$ cat config.mk
export PLATFORM = sky130hd
export DESIGN_NAME = arith_cmd_sequencer
export DESIGN_NICKNAME = d
export VERILOG_FILES = /design/src/rtl/arith_pkg.sv /design/src/rtl/sat_counter.sv /design/src/rtl/arith_cmd_sequencer.sv
export SDC_FILE = /design/constraint.sdc
export NUM_CORES = 1
export LEC_CHECK = 0
export BUFFER_PORTS_ARGS = -buffer_cell sky130_fd_sc_hd__buf_2
export CAP_MARGIN = 15
export CORE_UTILIZATION = 35
export DETAILED_ROUTE_END_ITERATION = 8
export MAX_ROUTING_LAYER = met4
export PLACE_DENSITY = 0.73
export SLEW_MARGIN = 20
export SYNTH_ARGS = -nofsm -noshare
export SYNTH_HDL_FRONTEND = slang
export SYNTH_SLANG_ARGS = --single-unit
$ cat constraint.sdc
create_clock -name i_clk -period 2.8 [get_ports i_clk]
set_input_delay 0.28 -clock i_clk [delete_from_list [all_inputs] [get_ports i_clk]]
set_output_delay 0.28 -clock i_clk [all_outputs]
set_load 0.01 [all_outputs]
$ cat src/rtl/arith_pkg.sv
// Shared types and constants for the arithmetic command sequencer slice.
package arith_pkg;

    // Default operand/result width shared with the arithmetic unit.
    localparam int BITS_DEF = 32;

    // Operation codes understood by the arithmetic unit.
    typedef enum logic [1:0] {
        OP_CONV  = 2'b00,
        OP_CMP   = 2'b01,
        OP_SET   = 2'b10,
        OP_SHIFT = 2'b11
    } op_t;

    // Bit positions inside the 4-bit status word {ERROR, ODD_ZEROS, ZEROS, OVERFLOW}.
    localparam int ST_OVERFLOW  = 0;
    localparam int ST_ZEROS     = 1;
    localparam int ST_ODD_ZEROS = 2;
    localparam int ST_ERROR     = 3;

    // Sequencer states: one cycle each, except RESP which waits for the consumer.
    typedef enum logic [1:0] {
        S_IDLE = 2'b00,
        S_EXEC = 2'b01,
        S_CAPT = 2'b10,
        S_RESP = 2'b11
    } seq_state_t;

    // True when a status word carries the ERROR flag.
    function automatic logic is_error(input logic [3:0] status);
        return status[ST_ERROR];
    endfunction

endpackage

$ cat src/rtl/sat_counter.sv
// Saturating up-counter: increments on i_inc and sticks at its all-ones value.
module sat_counter #(
    parameter int WIDTH = 8
) (
    input  logic             i_clk,
    input  logic             i_reset,
    input  logic             i_inc,
    output logic [WIDTH-1:0] o_count
);

    localparam logic [WIDTH-1:0] CNT_MAX = '1;

    // Next value of the counter, clamped at the top of its range.
    function automatic logic [WIDTH-1:0] sat_inc(input logic [WIDTH-1:0] value);
        return (value == CNT_MAX) ? value : value + WIDTH'(1);
    endfunction

    // Count register, cleared by the asynchronous active-low reset.
    always_ff @(posedge i_clk or negedge i_reset) begin
        if (!i_reset) begin
            o_count <= '0;
        end else if (i_inc) begin
            o_count <= sat_inc(o_count);
        end
    end

endmodule

$ cat src/rtl/arith_cmd_sequencer.sv
// Command sequencer in front of a registered arithmetic unit.
// A command is latched onto the unit's operand bus, the registered result is
// captured two cycles later and held as a response until the consumer takes it.
module arith_cmd_sequencer
    import arith_pkg::*;
#(
    parameter int BITS  = BITS_DEF,
    parameter int ERR_W = 8
) (
    input  logic                   i_clk,
    input  logic                   i_reset,
    input  logic                   i_cmd_valid,
    output logic                   o_cmd_ready,
    input  logic signed [BITS-1:0] i_cmd_A,
    input  logic signed [BITS-1:0] i_cmd_B,
    input  logic [1:0]             i_cmd_op,
    output logic signed [BITS-1:0] o_alu_arg_A,
    output logic signed [BITS-1:0] o_alu_arg_B,
    output logic [1:0]             o_alu_op,
    input  logic signed [BITS-1:0] i_alu_result,
    input  logic [3:0]             i_alu_status,
    output logic                   o_rsp_valid,
    input  logic                   i_rsp_ready,
    output logic signed [BITS-1:0] o_rsp_result,
    output logic [3:0]             o_rsp_status,
    output logic [1:0]             o_rsp_op,
    output logic [15:0]            o_cmd_count,
    output logic [ERR_W-1:0]       o_err_count
);

    seq_state_t             state_q;
    seq_state_t             state_d;
    logic                   accept;
    logic                   capt_en;
    logic                   rsp_hs;
    logic                   err_inc;

    logic signed [BITS-1:0] alu_a_p0;
    logic signed [BITS-1:0] alu_b_p0;
    op_t                    alu_op_p0;
    logic signed [BITS-1:0] rsp_result_p2;
    logic [3:0]             rsp_status_p2;
    op_t                    rsp_op_p2;
    logic [15:0]            cmd_count_q;

    // State register; reset drops any command or response in flight.
    always_ff @(posedge i_clk or negedge i_reset) begin
        if (!i_reset) begin
            state_q <= S_IDLE;
        end else begin
            state_q <= state_d;
        end
    end

    // Next-state logic: fixed walk IDLE->EXEC->CAPT->RESP, RESP waits for ready.
    always_comb begin
        state_d = state_q;
        case (state_q)
            S_IDLE:  if (i_cmd_valid) state_d = S_EXEC;
            S_EXEC:  state_d = S_CAPT;
            S_CAPT:  state_d = S_RESP;
            S_RESP:  if (i_rsp_ready) state_d = S_IDLE;
            default: state_d = S_IDLE;
        endcase
    end

    // State-decoded handshakes and strobes; none depend on the unit's outputs.
    always_comb begin
        o_cmd_ready = (state_q == S_IDLE);
        o_rsp_valid = (state_q == S_RESP);
        accept      = o_cmd_ready & i_cmd_valid;
        capt_en     = (state_q == S_CAPT);
        rsp_hs      = o_rsp_valid & i_rsp_ready;
    end

    // Stage 0: operands and op held on the unit's bus from accept to next accept.
    always_ff @(posedge i_clk or negedge i_reset) begin
        if (!i_reset) begin
            alu_a_p0  <= '0;
            alu_b_p0  <= '0;
            alu_op_p0 <= OP_CONV;
        end else if (accept) begin
            alu_a_p0  <= i_cmd_A;
            alu_b_p0  <= i_cmd_B;
            alu_op_p0 <= op_t'(i_cmd_op);
        end
    end

    // Stage 2: capture the unit's registered result one cycle after it settles.
    always_ff @(posedge i_clk or negedge i_reset) begin
        if (!i_reset) begin
            rsp_result_p2 <= '0;
            rsp_status_p2 <= '0;
            rsp_op_p2     <= OP_CONV;
        end else if (capt_en) begin
            rsp_result_p2 <= i_alu_result;
            rsp_status_p2 <= i_alu_status;
            rsp_op_p2     <= alu_op_p0;
        end
    end

    // Completed-command counter, wraps naturally at 16 bits.
    always_ff @(posedge i_clk or negedge i_reset) begin
        if (!i_reset) begin
            cmd_count_q <= '0;
        end else if (rsp_hs) begin
            cmd_count_q <= cmd_count_q + 16'd1;
        end
    end

    assign err_inc = rsp_hs & is_error(rsp_status_p2);

    sat_counter #(
        .WIDTH (ERR_W)
    ) u_err_count (
        .i_clk   (i_clk),
        .i_reset (i_reset),
        .i_inc   (err_inc),
        .o_count (o_err_count)
    );

    assign o_alu_arg_A  = alu_a_p0;
    assign o_alu_arg_B  = alu_b_p0;
    assign o_alu_op     = alu_op_p0;
    assign o_rsp_result = rsp_result_p2;
    assign o_rsp_status = rsp_status_p2;
    assign o_rsp_op     = rsp_op_p2;
    assign o_cmd_count  = cmd_count_q;

endmodule
==> flow_summary.ini <==
[floorplan]
start_util = 0.3604
die_y_um = 122.0
rows = 43
die_w_um = 122.0
fp.coreArea_um2 = 13990
die_area_um2 = 14890
ioPinCount = 236

[drt]
wl_per_cell_um = 14.17
dr.pass1.iters = 4
vias = 3466
ant_nets = 0
first_iter_violations = 110
drt_wl_total_um = 10800
drc = 0
avgViaCountPerCell = 4.549

[clock_tree]
clkTransAtPathRegs_ns = 0.06
root_buffer = clkbuf_16
post_cts.repair.setup_buffers = 0
cts_buffers = 17
cts_buffer_depth = 2
ctsResizeCount = 0
cts_sinks = 130
postCtsHoldBufs = 0
htree_levels = 4
clock_latency_ns = 0.41
cts_tree = yes

[setup_path]
reg2reg_depth = 5
setup.worst_path.start = state_q[0]
path_class = register to register
reg2reg_setup_slack_ns = 0.86
start_kind = register
cp-endpoint = o_alu_arg_A[13]
cp_max_fo = 46
end_kind = register
arrival_ns = 2.23
r2r-start = state_q[0]
required_ns = 3.09
timing.rr.end = o_alu_arg_A[13]

[yosys]
synth_flop_cell = dfrtp_1
synth_edf_count = 0
synth-seq-cells = 130
async_flop_share = 1.000
synth.cell_area_um2 = 5041
syn_nets = 432
ys_types = 22
synth_warnings = 0
yosysSeqAreaShare = 0.6453
syn_area_per_cell_um2 = 15.75
netlist_instances = 320

[sta]
finalHoldViolCount = 4
rsz0062_at_grt = no
setup-tns-final_ns = 0
post-route-period-util = 0.6926
slew_violations = 0
tightest_slew_ns = 0.8872
fin_skew_ns = 0.004821
period_minus_slack_ns = 1.939
hold_ws_ns = -0.01099
slew_headroom = 0.4086
fmax_ghz = 0.5157
setup_viol = 0

[placement]
dp.cells = 730
portBuffers = 235
hpwl_um = 8087
globalplace.congestion = 0.7354

[final_layout]
stdcell_count = 762
final_common_cell = buf_2
num_antenna_cells = 0
area_delta_synth_final_pct = 41.15
drive_above_1_share = 0.6615
nNetsFinal = 681
final_cell_mix = 234 x buf_2, 130 x dfrtp_1, 107 x mux2_2

[grt]
grt_pass1_wl_um = 17090
grt_pass1_vias = 3523
grt_overflow_total = 0
grt_start_max_net_pins = 70
antenna_found_initial = 0
grt_usage = 0.1560

[job]
cap_viol_max_count = 0

[power_and_ir_drop]
power.density_nw_per_um2 = 1202
power.leakage_nw = 3.564
ir_worst_vdd_mv = 0.6300

[worst_hold_path]
hold_class = input pin to asynchronous set/reset pin

[outcome]
violations = hold timing
outcome = finished, violations left
-- per-layer routing --
layer,vias to the layer above,GRT usage,part of all wire
met5,-,-,0
met4,0,0.07407,0.020
met3,19,0.05290,0.069
met2,131,0.2578,0.51
met1,1692,0.1676,0.40
li1,1624,-,-
-- report_power, final --
group	internal (W)	total [W]	switching [W]
clock network	0.00160	0.00239	0.000781
registers	0.00275	0.00321	0.000458
logic	0.00158	0.00296	0.00138
-- Yosys cell counts (2+ instances only) --
library cell / number / share of area
and3_1: 5 / 0.0062
nand4_1: 5 / 0.0062
nand3_1: 7 / 0.0069
clkbuf_1: 2 / 0.0015
nand2_1: 9 / 0.0067
xor2_1: 6 / 0.010
buf_2: 9 / 0.0089
xnor2_1: 16 / 0.028
inv_1: 5 / 0.0037
dfrtp_1: 130 / 0.65
nor2_1: 3 / 0.0022
ha_1: 6 / 0.015
nor3_1: 2 / 0.0020
mux2_2: 107 / 0.24
-- cell families (layout without fill, tap and decap cells) --
kind of cell,count (synthesis),count (layout),synth area share
flops,130,130,0.6453
mux,107,107,0.2390
simple gates,36,36,0.04195
xor+xnor,22,22,0.03822
buf+inv,16,278,0.01415
fa+ha+maj,6,6,0.01489
compound gates,3,3,0.006453
-- final cells by class --
class / instances / area (µm²)
Clock buffer: 23 / 498.0
Clock inverter: 9 / 150.1
Fill cell: 1216 / 6873
Inverter: 5 / 18.77
Multi-Input combinational cell: 174 / 1722
Sequential cell: 130 / 3253
Tap cell: 180 / 225.2
Timing Repair Buffer: 241 / 1249
-- sequential cells by signal, summed over array words and instances (netlist names) --
register	cells
o_cmd_count	16
state_q	2
o_rsp_status	4
u_err_count.o_count	8
o_alu_arg_B	32
o_rsp_op	2
o_alu_op	2
o_rsp_result	32
o_alu_arg_A	32
-- per-stage QoR --
stage | total power, W | setup WS (ns) | utilization | cell area (µm²)
floorplan | 0.004956 | 1.184 | - | 5041
global placement | 0.006122 | 0.9229 | 0.4623 | 6467
detailed placement | 0.006262 | 0.8369 | 0.4623 | 6467
CTS | 0.008686 | 0.8262 | 0.5087 | 7116
global route | 0.009094 | 0.7192 | 0.5087 | 7116
finish | 0.008554 | 0.8607 | 0.5087 | 7116
-- critical path, stage by stage (launching register included) --
cell and delay, ns:
dfrtp_1 0.35, inv_1 0.09, ha_1 0.24, nand2_2 0.41, buf_12 0.31, mux2_2 0.37
-- worst min path at each step --
| stage | start | cells past startpoint | slack [ns] | end |
|---|---|---|---|---|
| CTS | i_reset | 1 | 0.02 | o_rsp_result[17] |
| finish | i_reset | 1 | -0.01 | o_rsp_result[18] |
| global route | i_reset | 1 | 0.06 | o_rsp_result[19] |
| floorplan | i_reset | 0 | -0.02 | o_alu_arg_A[0] |
| detailed placement | i_reset | 1 | 0.46 | o_rsp_result[17] |
| global placement | i_reset | 1 | 0.44 | o_rsp_result[17] |
Note: power is estimated with default switching activity, not from simulation.
